===== src/rtl/acsp_pkg.sv =====
// Shared definitions for the sample readout block.
//   readout_state_t : readout FSM state encoding
//   PAD_BYTE        : byte transmitted when the sample FIFO runs dry
//   COUNT_W         : width of the read_count / remaining counter
package acsp_pkg;

    localparam int unsigned COUNT_W  = 16;
    localparam logic [7:0]  PAD_BYTE = 8'h00;

    typedef enum logic [2:0] {
        IDLE,
        FETCH,
        WAIT_DATA,
        SEND,
        WAIT_TX_HI,
        WAIT_TX_LO,
        FINISH
    } readout_state_t;

endpackage


===== src/rtl/sample_readout_if.sv =====
// Controller / FIFO / UART signal bundle for sample_readout.
//   master : controller, FIFO and UART side (drives start, abort, read_count,
//            fifo_empty, fifo_data, fifo_valid, tx_busy)
//   slave  : sample_readout (drives fifo_rd_en, tx_en, tx_data, busy, done
//            and, with READOUT_TIMEOUT_EN defined, timeout)
// Macro READOUT_TIMEOUT_EN adds the one-bit timeout pulse.
interface sample_readout_if
    import acsp_pkg::*;
#(
    parameter int unsigned SAMPLE_WIDTH = 8
);
    logic                    start;
    logic                    abort;
    logic [COUNT_W-1:0]      read_count;
    logic                    fifo_empty;
    logic                    fifo_rd_en;
    logic [SAMPLE_WIDTH-1:0] fifo_data;
    logic                    fifo_valid;
    logic                    tx_busy;
    logic                    tx_en;
    logic [SAMPLE_WIDTH-1:0] tx_data;
    logic                    busy;
    logic                    done;
`ifdef READOUT_TIMEOUT_EN
    logic                    timeout;

    modport master (
        output start, abort, read_count, fifo_empty, fifo_data, fifo_valid, tx_busy,
        input  fifo_rd_en, tx_en, tx_data, busy, done, timeout
    );

    modport slave (
        input  start, abort, read_count, fifo_empty, fifo_data, fifo_valid, tx_busy,
        output fifo_rd_en, tx_en, tx_data, busy, done, timeout
    );
`else
    modport master (
        output start, abort, read_count, fifo_empty, fifo_data, fifo_valid, tx_busy,
        input  fifo_rd_en, tx_en, tx_data, busy, done
    );

    modport slave (
        input  start, abort, read_count, fifo_empty, fifo_data, fifo_valid, tx_busy,
        output fifo_rd_en, tx_en, tx_data, busy, done
    );
`endif

endinterface


===== src/rtl/sample_readout.sv =====
// Streams read_count samples from the sample FIFO to the UART, one byte per
// transmit handshake, padding with PAD_BYTE when the FIFO is empty.
//   clock, reset_n : system clock, asynchronous active-low reset
//   bus (slave)    : start/abort/read_count from the controller, FIFO pop
//                    interface, UART transmit interface, busy/done status
// Macro READOUT_TIMEOUT_EN adds a watchdog that abandons a readout stuck in a
// wait state for 65535 cycles and pulses bus.timeout.
module sample_readout
    import acsp_pkg::*;
#(
    parameter int unsigned SAMPLE_WIDTH = 8
) (
    input  logic            clock,
    input  logic            reset_n,
    sample_readout_if.slave bus
);

    readout_state_t          state, state_n;
    logic [COUNT_W-1:0]      remaining, remaining_n;
    logic [SAMPLE_WIDTH-1:0] tx_data_q, tx_data_n;
    logic                    fifo_rd_en_q, fifo_rd_en_n;
    logic                    tx_en_q, tx_en_n;
    logic                    busy_q;
    logic                    done_q, done_n;

`ifdef READOUT_TIMEOUT_EN
    localparam int unsigned WDOG_W = 16;
    // Watchdog holds the number of cycles already spent in the current state;
    // this value marks the 65535th cycle.
    localparam logic [WDOG_W-1:0] WDOG_LAST = WDOG_W'(16'hFFFE);

    logic [WDOG_W-1:0] wdog, wdog_n;
    logic              timeout_q, timeout_n;
`endif

    // State and registered outputs
    always_ff @(posedge clock or negedge reset_n) begin
        if (!reset_n) begin
            state        <= IDLE;
            remaining    <= '0;
            tx_data_q    <= '0;
            fifo_rd_en_q <= 1'b0;
            tx_en_q      <= 1'b0;
            busy_q       <= 1'b0;
            done_q       <= 1'b0;
`ifdef READOUT_TIMEOUT_EN
            wdog         <= '0;
            timeout_q    <= 1'b0;
`endif
        end else begin
            state        <= state_n;
            remaining    <= remaining_n;
            tx_data_q    <= tx_data_n;
            fifo_rd_en_q <= fifo_rd_en_n;
            tx_en_q      <= tx_en_n;
            busy_q       <= (state_n != IDLE);
            done_q       <= done_n;
`ifdef READOUT_TIMEOUT_EN
            wdog         <= wdog_n;
            timeout_q    <= timeout_n;
`endif
        end
    end

    // Next state and next registered outputs
    always_comb begin
        state_n      = state;
        remaining_n  = remaining;
        tx_data_n    = tx_data_q;
        fifo_rd_en_n = 1'b0;
        tx_en_n      = 1'b0;
        done_n       = 1'b0;
`ifdef READOUT_TIMEOUT_EN
        timeout_n    = 1'b0;
        wdog_n       = wdog;
`endif

        case (state)
            IDLE: begin
                if (bus.start) begin
                    remaining_n = bus.read_count;
                    state_n     = (bus.read_count == '0) ? FINISH : FETCH;
                end
            end
            FETCH: begin
                if (!bus.fifo_empty) begin
                    fifo_rd_en_n = 1'b1;
                    state_n      = WAIT_DATA;
                end else begin
                    tx_data_n = SAMPLE_WIDTH'(PAD_BYTE);
                    state_n   = SEND;
                end
            end
            WAIT_DATA: begin
                if (bus.fifo_valid) begin
                    tx_data_n = bus.fifo_data;
                    state_n   = SEND;
                end
            end
            SEND: begin
                tx_en_n = 1'b1;
                state_n = WAIT_TX_HI;
            end
            WAIT_TX_HI: begin
                if (bus.tx_busy) begin
                    state_n = WAIT_TX_LO;
                end
            end
            WAIT_TX_LO: begin
                if (!bus.tx_busy) begin
                    // remaining is at least 1 here; the guard keeps it from wrapping
                    if (remaining != '0) begin
                        remaining_n = remaining - COUNT_W'(1);
                    end
                    state_n = (remaining > COUNT_W'(1)) ? FETCH : FINISH;
                end
            end
            FINISH: begin
                done_n  = 1'b1;
                state_n = IDLE;
            end
            default: begin
                state_n = IDLE;
            end
        endcase

`ifdef READOUT_TIMEOUT_EN
        // Abandon a readout stuck waiting on the FIFO or the UART
        if (((state == WAIT_DATA) || (state == WAIT_TX_HI) || (state == WAIT_TX_LO)) &&
            (wdog == WDOG_LAST)) begin
            state_n   = IDLE;
            tx_data_n = tx_data_q;
            timeout_n = 1'b1;
        end
`endif

        // Abort overrides everything, including a start seen in IDLE
        if (bus.abort) begin
            state_n      = IDLE;
            remaining_n  = remaining;
            fifo_rd_en_n = 1'b0;
            tx_en_n      = 1'b0;
            done_n       = 1'b0;
`ifdef READOUT_TIMEOUT_EN
            timeout_n    = 1'b0;
`endif
        end

`ifdef READOUT_TIMEOUT_EN
        // Restart on every state change, saturate otherwise
        if (state_n != state) begin
            wdog_n = '0;
        end else if (wdog != '1) begin
            wdog_n = wdog + WDOG_W'(1);
        end
`endif
    end

    assign bus.fifo_rd_en = fifo_rd_en_q;
    assign bus.tx_en      = tx_en_q;
    assign bus.tx_data    = tx_data_q;
    assign bus.busy       = busy_q;
    assign bus.done       = done_q;
`ifdef READOUT_TIMEOUT_EN
    assign bus.timeout    = timeout_q;
`endif

endmodule


===== src/flat_wrapper.sv =====
// flat-port wrapper written by rule: the top's interface ports become plain ports
module sample_readout_flat import acsp_pkg::*;
#(
    parameter int unsigned SAMPLE_WIDTH = 8
)
  (clock, reset_n, bus_start, bus_abort, bus_read_count, bus_fifo_empty, bus_fifo_data, bus_fifo_valid, bus_tx_busy, bus_fifo_rd_en, bus_tx_en, bus_tx_data, bus_busy, bus_done);
  sample_readout_if #(.SAMPLE_WIDTH(SAMPLE_WIDTH)) bus_i ();
  input  logic clock;
  input  logic reset_n;
  input wire logic [$bits(bus_i.start)-1:0] bus_start;
  input wire logic [$bits(bus_i.abort)-1:0] bus_abort;
  input wire logic [$bits(bus_i.read_count)-1:0] bus_read_count;
  input wire logic [$bits(bus_i.fifo_empty)-1:0] bus_fifo_empty;
  input wire logic [$bits(bus_i.fifo_data)-1:0] bus_fifo_data;
  input wire logic [$bits(bus_i.fifo_valid)-1:0] bus_fifo_valid;
  input wire logic [$bits(bus_i.tx_busy)-1:0] bus_tx_busy;
  output wire logic [$bits(bus_i.fifo_rd_en)-1:0] bus_fifo_rd_en;
  output wire logic [$bits(bus_i.tx_en)-1:0] bus_tx_en;
  output wire logic [$bits(bus_i.tx_data)-1:0] bus_tx_data;
  output wire logic [$bits(bus_i.busy)-1:0] bus_busy;
  output wire logic [$bits(bus_i.done)-1:0] bus_done;
  assign bus_i.start = bus_start;
  assign bus_i.abort = bus_abort;
  assign bus_i.read_count = bus_read_count;
  assign bus_i.fifo_empty = bus_fifo_empty;
  assign bus_i.fifo_data = bus_fifo_data;
  assign bus_i.fifo_valid = bus_fifo_valid;
  assign bus_i.tx_busy = bus_tx_busy;
  assign bus_fifo_rd_en = bus_i.fifo_rd_en;
  assign bus_tx_en = bus_i.tx_en;
  assign bus_tx_data = bus_i.tx_data;
  assign bus_busy = bus_i.busy;
  assign bus_done = bus_i.done;
  sample_readout #(.SAMPLE_WIDTH(SAMPLE_WIDTH)) u_core (.clock(clock), .reset_n(reset_n), .bus(bus_i));
endmodule

===== config.mk =====
export PLATFORM = sky130hd
export DESIGN_NAME = sample_readout_flat
export DESIGN_NICKNAME = d
export VERILOG_FILES = /design/src/rtl/acsp_pkg.sv /design/src/rtl/sample_readout_if.sv /design/src/rtl/sample_readout.sv /design/src/flat_wrapper.sv
export SDC_FILE = /design/constraint.sdc
export NUM_CORES = 1
export LEC_CHECK = 0
export CAP_MARGIN = 0
export CORE_MARGIN = 3
export CORE_UTILIZATION = 40
export CTS_BUF_LIST = sky130_fd_sc_hd__clkbuf_8
export DETAILED_ROUTE_END_ITERATION = 10
export GPL_TIMING_DRIVEN = 1
export PLACE_DENSITY = 0.69
export SLEW_MARGIN = 20
export SYNTH_ARGS = -nofsm -noshare
export SYNTH_HDL_FRONTEND = slang
export SYNTH_SLANG_ARGS = --single-unit

===== constraint.sdc =====
create_clock -name clock -period 1.8 [get_ports clock]
set_input_delay 0.54 -clock clock [delete_from_list [all_inputs] [get_ports clock]]
set_output_delay 0.54 -clock clock [all_outputs]
set_load 0.1 [all_outputs]

==> results.sh <==
export IMPL_status="finished, violations left"
export IMPL_violations="setup timing"
export IMPL_pwr_share_comb_pct=51.8
export IMPL_final_area_um2=2860
export IMPL_antenna_found_initial=0
export IMPL_reg2reg_slack_ns=-0.21
export IMPL_r2r_end="u_core.bus.busy"
export IMPL_fin_cells=328
export IMPL_io_pins=43
export IMPL_crit_top_cell="buf_6"
export IMPL_crit_path_end_kind="register"
export IMPL_setup_tns_ns=-0.763
export IMPL_post_route_util_pct=68.9
export IMPL_grt_pass1_vias=1805
export IMPL_holdWs_ns=0.511
export IMPL_p_per_area_nw_per_um2=1160
export IMPL_yosysSeqAreaShare_pct=43.4
export IMPL_drtPass1Iterations=4
export IMPL_preCtsSetupSlack_ns=-0.875
export IMPL_synthCells=200
export IMPL_async_reset_ff_share_pct=100
export IMPL_drv_slew=0
export IMPL_dr_first_iter_drc_count=127
export IMPL_io_buffers=42
export IMPL_ys_warn_count=0
export IMPL_drt_wirelength_per_cell_um=15.4
export IMPL_swShare_pct=41.6
export IMPL_clock_latency_ns=0.28
export IMPL_required_ns=1.99
export IMPL_start_util_pct=43.1
export IMPL_vias=1854
export IMPL_hold_path_class="register to register"
export IMPL_path_max_fanout=2
export IMPL_drive_gt1_share_pct=36.3
export IMPL_grt_max_degree=32
export IMPL_crit_buf_inv=2
export IMPL_worst_path_dominant_cell_family="simple AND/OR/NAND/NOR gates"
export IMPL_cts_tree="built"
export IMPL_ys_seq_elements=31
export IMPL_min_period_over_period_pct=114
export IMPL_cts_num_sinks=31
export IMPL_whs_endpoint="u_core.remaining[12]"
export IMPL_regArea_um2=776
export IMPL_worst_slack_ns=-0.258
export IMPL_slowest_stage="or4b_4"
export IMPL_rr_startpoint="u_core.remaining[8]"
export IMPL_grt_ovfl_total=0
export IMPL_synth_top_flop_cell="dfrtp_1"
export IMPL_syn_area_um2=1790
export IMPL_ys_types=48
export IMPL_die_h_um=72.9
export IMPL_finalWorstPathRequiredPeriod_ns=2.06
export IMPL_cts_buffer_depth=2
export IMPL_cp_start_kind="primary input"
export IMPL_cp_arrival_ns=2.25
export IMPL_worst_pin_slew_ns=0.394
export IMPL_routed_via_density=5.65
export IMPL_vdd_drop_max_uv=600
export IMPL_num_rows=23
export IMPL_syn2layout_area_growth_pct=59.7
export IMPL_die_area_um2=5310
export IMPL_power_share_clock_pct=16.1
export IMPL_drv_cap=0
export IMPL_n_antenna_cell=0
export IMPL_cts_root_buf="clkbuf_8"
export IMPL_place_inst=319
export IMPL_ctsHoldBuffers=0
export IMPL_numCtsBuffers=5
export IMPL_drc=0
export IMPL_multi_input_area_um2=1050
export IMPL_drt_total_wl_mm=5.06
export IMPL_layout_nets=311
export IMPL_fmax_ghz=0.486
export IMPL_clock_skew_ns=0.00158
export IMPL_die_w_um=72.9
export IMPL_ant_nets=0
export IMPL_slowest_delay_ns=0.52
export IMPL_synth_fp_nets=233
export IMPL_h_tree_depth=2
export IMPL_p_leak_nw=1.21
export IMPL_track_usage_pct=19.4
export IMPL_nFillCells=313
export IMPL_power_share_sequential_pct=32.1
export IMPL_slew_headroom_pct=73.8
export IMPL_crit_type="primary input to register"
export IMPL_intPower_mw=1.94
export IMPL_setup_viol=9
export IMPL_hold_viol_final=0
export IMPL_rsz0062_at_grt="yes"
export IMPL_coreArea_um2=4140
export IMPL_path_clk_slew_ns=0.06
export IMPL_ff2ff_path_depth=6
export IMPL_dpl_hpwl_mm=3.56
export IMPL_grt_pass1_wl_mm=8.07
export IMPL_total_power_mw=3.32
export IMPL_worstHoldStart="u_core.remaining[12]"
export IMPL_syn_avg_cell_area_um2=8.94
export IMPL_hold_depth=2
export IMPL_gp_congestion=0.798
export IMPL_postPlaceCellArea_um2=2670
export IMPL_power_switching_mw=1.38
export IMPL_synth_edff_count=0
export IMPL_crit_chain="buf_6 -> nor4_4 -> nand4_1 -> or4b_4 -> buf_6 -> o31ai_4 -> a31oi_2 -> o211ai_2"
-- Yosys cell counts, drive strengths merged, types with 2 or more instances --
| cell type | instances | area (µm²) |
|---|---|---|
| dfrtp | 31 | 776 |
| nand2 | 26 | 97.6 |
| o21ai | 24 | 120 |
| a21oi | 18 | 90.1 |
| nor2 | 12 | 45.0 |
| a22o | 8 | 70.1 |
| buf | 7 | 48.8 |
| nor3 | 7 | 40.0 |
| clkbuf | 6 | 22.5 |
| inv | 6 | 27.5 |
| nand3 | 5 | 37.5 |
| nor4 | 5 | 46.3 |
| o2bb2ai | 3 | 26.3 |
| a211oi | 2 | 15.0 |
| a21o | 2 | 15.0 |
| a22oi | 2 | 15.0 |
| and2 | 2 | 12.5 |
| and3 | 2 | 12.5 |
| ha | 2 | 25.0 |
| nand3b | 2 | 15.0 |
| nand4 | 2 | 12.5 |
| nor3b | 2 | 15.0 |
| nor4b | 2 | 17.5 |
| o211ai | 2 | 25.0 |
| o22ai | 2 | 12.5 |
| o31ai | 2 | 15.0 |
| or3 | 2 | 12.5 |
-- area by class of cell --
class / instances / area share (%)
well taps: 50 / 2.19
clock buffers: 6 / 2.89
repair buffers: 84 / 29.8
inverters: 6 / 0.964
flip-flops and latches: 31 / 27.2
multi-input cells: 150 / 36.9
clock inverters: 1 / 0.175
-- worst min-delay path: cells and delay by family, from the launching register on --
family	cells	cell delay, ns
AO/OA/AOI/OAI	1	0.07
flip-flops	1	0.36
AND/OR/NAND/NOR	1	0.05
-- kinds of logic (layout without fill, tap and decap cells) --
kind of cell,Yosys count,after routing,share of synthesized area (%)
adder cells (fa/ha/maj),2,2,1.40
buffers and inverters,19,97,5.53
AND/OR/NAND/NOR,75,75,23.1
AO/OA/AOI/OAI,73,73,26.6
flip-flops,31,31,43.4
-- state kept, by name (all words and copies together) (netlist names) --
signal / count
u_core.bus.busy: 1
u_core.bus.done: 1
u_core.bus.fifo_rd_en: 1
u_core.bus.tx_data: 8
u_core.bus.tx_en: 1
u_core.remaining: 16
u_core.state: 3
-- metal layers --
layer | GRT usage (%) | up-vias | part of all wire, % | wire, µm
met2 | 33.4 | 66 | 50 | 2530
met5 | 0 | - | 0 | 0
met1 | 24.5 | 879 | 42 | 2120
met3 | 2.62 | 12 | 5.8 | 293
li1 | - | 897 | - | -
met4 | 7.99 | 0 | 2.3 | 117
-- repair_timing --
action / CTS / global route
endpoints found under the hold margin: 0 / 0
setup buffers: 1 / 2
gates resized for setup: 58 / 18
setup endpoints to repair: 14 / 18
pin swaps: 12 / 12
-- power groups by stage --
stage / Sequential [mW] / Combinational [mW] / Clock (mW)
2_1_floorplan: 1.52 / 0.447 / 0
5_1_grt: 1.09 / 1.81 / 0.577
3_3_place_gp: 1.06 / 1.63 / 0
4_1_cts: 1.06 / 1.66 / 0.552
3_5_place_dp: 1.07 / 1.64 / 0
6_report: 1.07 / 1.72 / 0.533
-- worst max path at each step --
stage	endpoint	cells past startpoint	startpoint
3_3_place_gp	u_core.bus.busy	7	bus_read_count[5]
3_5_place_dp	u_core.bus.busy	7	bus_read_count[5]
4_1_cts	u_core.bus.busy	7	bus_read_count[2]
5_1_grt	u_core.bus.busy	8	bus_read_count[2]
6_report	u_core.bus.busy	8	bus_read_count[2]
2_1_floorplan	u_core.bus.busy	6	bus_read_count[9]
-- layout by cell type, fill, tap and decap left out, types with 2 or more instances in the layout --
master,synthesis,routed
a21o_1,2,2
a21oi_1,18,14
a21oi_2,0,4
a22o_1,8,8
a22oi_1,2,2
and3_1,2,2
buf_12,0,12
buf_2,3,7
buf_4,3,35
buf_6,1,9
clkbuf_8,0,6
clkdlybuf4s15_2,0,2
clkdlybuf4s50_1,0,16
dfrtp_1,31,31
dlygate4sd2_1,0,2
ha_1,2,2
inv_1,5,5
nand2_1,26,24
nand2_2,0,2
nand3_1,4,4
nand3b_1,2,2
nand4_1,2,2
nor2_1,12,12
nor3_1,6,6
nor4_4,1,4
nor4b_1,2,2
o211ai_2,2,2
o21ai_0,13,13
o21ai_1,11,9
o21ai_2,0,2
o22ai_1,2,2
o2bb2ai_2,0,2
or3_1,2,2
Power figures use the tool's default switching activity.
==> edit: new RTL, config.mk and constraints unchanged <==
Reset style: synchronous (`reset_n`), changed in one clocked block. Comments in the files are not updated.
--- a/src/rtl/sample_readout.sv
+++ b/src/rtl/sample_readout.sv
@@ -36,3 +36,3 @@
     // State and registered outputs
-    always_ff @(posedge clock or negedge reset_n) begin
+    always_ff @(posedge clock) begin
         if (!reset_n) begin
Function: differs if reset_n is asserted again (counterexample within 4 cycles, from zero or initial values and one cycle with reset_n low); with reset_n held inactive, the same outputs for 10 cycles.
==> edit against the original RTL <==
Design area grew 11%; the run still ends with negative setup slack left; routed wire length grew 14%; count of clock-buffer cells in the layout is the same; critical endpoint is now u_core.bus.busy$_SDFF_PN0_; critical path type is now register to register; clock skew grew 3.1 ps; sequential cell count is the same; hold slack lost 38 ps; setup slack gained 12 ps; area after synthesis grew 2.7%.
Power is not compared: it rests on default switching activity, and its combinational part moved more than twofold at a synthesized area within 25%.
==> edit: results (changes against the original RTL) <==
| Metric | Value |
|---|---|
| Pin count of the biggest net entering global routing | 19 (-41%) |
| Library cells used by synthesis | 52 (+8.3%) |
| Pwr dens | 694 nW/um2 |
| Seq/Total Area, Yosys | 33.8% (-9.6 points) |
| Clock share of power | 32.7% |
| CP Max Fanout | 3 (+1) |
| Drt total wl | 5750 um (+14%) |
| Global-route wire length before repair | 9320 um (+16%) |
| DR iter-0 viols | 94 (-26%) |
| Initial antenna violation count | 0 (unchanged) |
| WHS Endpoint | u_core.remaining[7]$_SDFFE_PN0P_ |
| Final Skew | 4.70 ps (+3.13 ps) |
| Layout cells sized above 1 | 36.9% (+0.61 points) |
| Post-Place Worst Slack | -667 ps (+208 ps) |
| Final WS setup | -245 ps (+12.4 ps) |
| Synth area leaders | dfxtp_1, a21oi_1, nor2_1 |
| DRT Pass-1 Iters | 4 (unchanged) |
| Number of nets in the layout | 366 (+18%) |
| Worst-skew pair later-pin latency | 280 ps (about the same) |
| Hold depth | 2 (unchanged) |
| Hold WC Path Type | register to register |
| P_leak | 0.00129 uW |
| Hold slack | 472 ps (-38.2 ps) |
| Slowest-stage cell, CP | or4_4 |
| Slowest Stage Delay on Critical Path | 560 ps (+40 ps) |
| Via density | 5.58 (-1.2%) |
| Postcts setup bufs | 5 (+4) |
| Final std cells w/o fill | 385 (+17%) |
| Buffers on Ports | 42 (unchanged) |
| GPL Wtd Cong | 0.865 (+8.5%) |
| Vias in the first global route | 2113 (+17%) |
| WL met2 | 2870 um (+13%) |
| Met3 routed WL | 370 um (+26%) |
| Post-synthesis async set-or-reset flop share | 0% (-100 points) |
| Met1 WL | 2350 um (+10%) |
| Met2 GRT Util | 37.8% (+4.4 points) |
| # setup viols final | 19 (+10) |
| FILL cells | 337 (+7.7%) |
| Crit path DAT | 2210 ps (-40 ps) |
| CP Launch Point | u_core.remaining[11]$_SDFFE_PN0P_ |
| Met1 Use GR | 26.6% (+2.1 points) |
| Kind of cell adding the most delay to the critical path | simple AND/OR/NAND/NOR gates |
| Most common library cells after synthesis | dfxtp_1, a21oi_1, nor2_1 |
| Ys flop type | dfxtp_1 |
| Post-DP HPWL | 4310 um (+21%) |
| Total track usage | 22.3% (+2.8 points) |
| Crit Path Class | register to register |
| Failing checks | negative setup slack |
| Placed Area | 2850 um2 (+6.8%) |
| Met3 GRT Util | 3.83% (+1.2 points) |
| Max Used Layer | met4 |
| Status | complete, but fails checks |
| R2R Path End | u_core.bus.busy$_SDFF_PN0_ |
| Hold path start | u_core.remaining[7]$_SDFFE_PN0P_ |
| Resized cells post-CTS | 30 (-48%) |
| Post-Syn Nets | 263 (+13%) |
| Syn Inst Count | 229 (+14%) |
| Slew @ Worst Pin | 508 ps (+114 ps) |
| Setup TNS | -2920 ps (-2160 ps) |
-- edit: cell count changes after synthesis, sizes merged, moves of 5 or more --
cell,delta
a21oi,+11
a22o,-8
clkbuf,+6
dfrtp,-31
dfxtp,+31
nand2,-16
nand2b,+12
nand3,+6
nor2,+10
nor4,+5
o211ai,+5
o21ai,-16
-- edit: cell families after synthesis --
kind of cell / share of synthesized area (%)
simple gates: 30.8
flops: 33.8
mux: 1.09
fa+ha+maj: 2.05
compound gates: 26.4
buf+inv: 5.79
-- edit: final cells by class --
class | instances | area [um2] | share of cell area, %
Multi-Input combinational cell | 177 | 1220 | 38.5
Timing Repair Buffer | 111 | 1110 | 35.3
Sequential cell | 31 | 623 | 19.7
Clock buffer | 6 | 82.6 | 2.61
Tap cell | 52 | 65.1 | 2.06
Clock inverter | 2 | 35.0 | 1.11
Inverter | 6 | 22.5 | 0.712
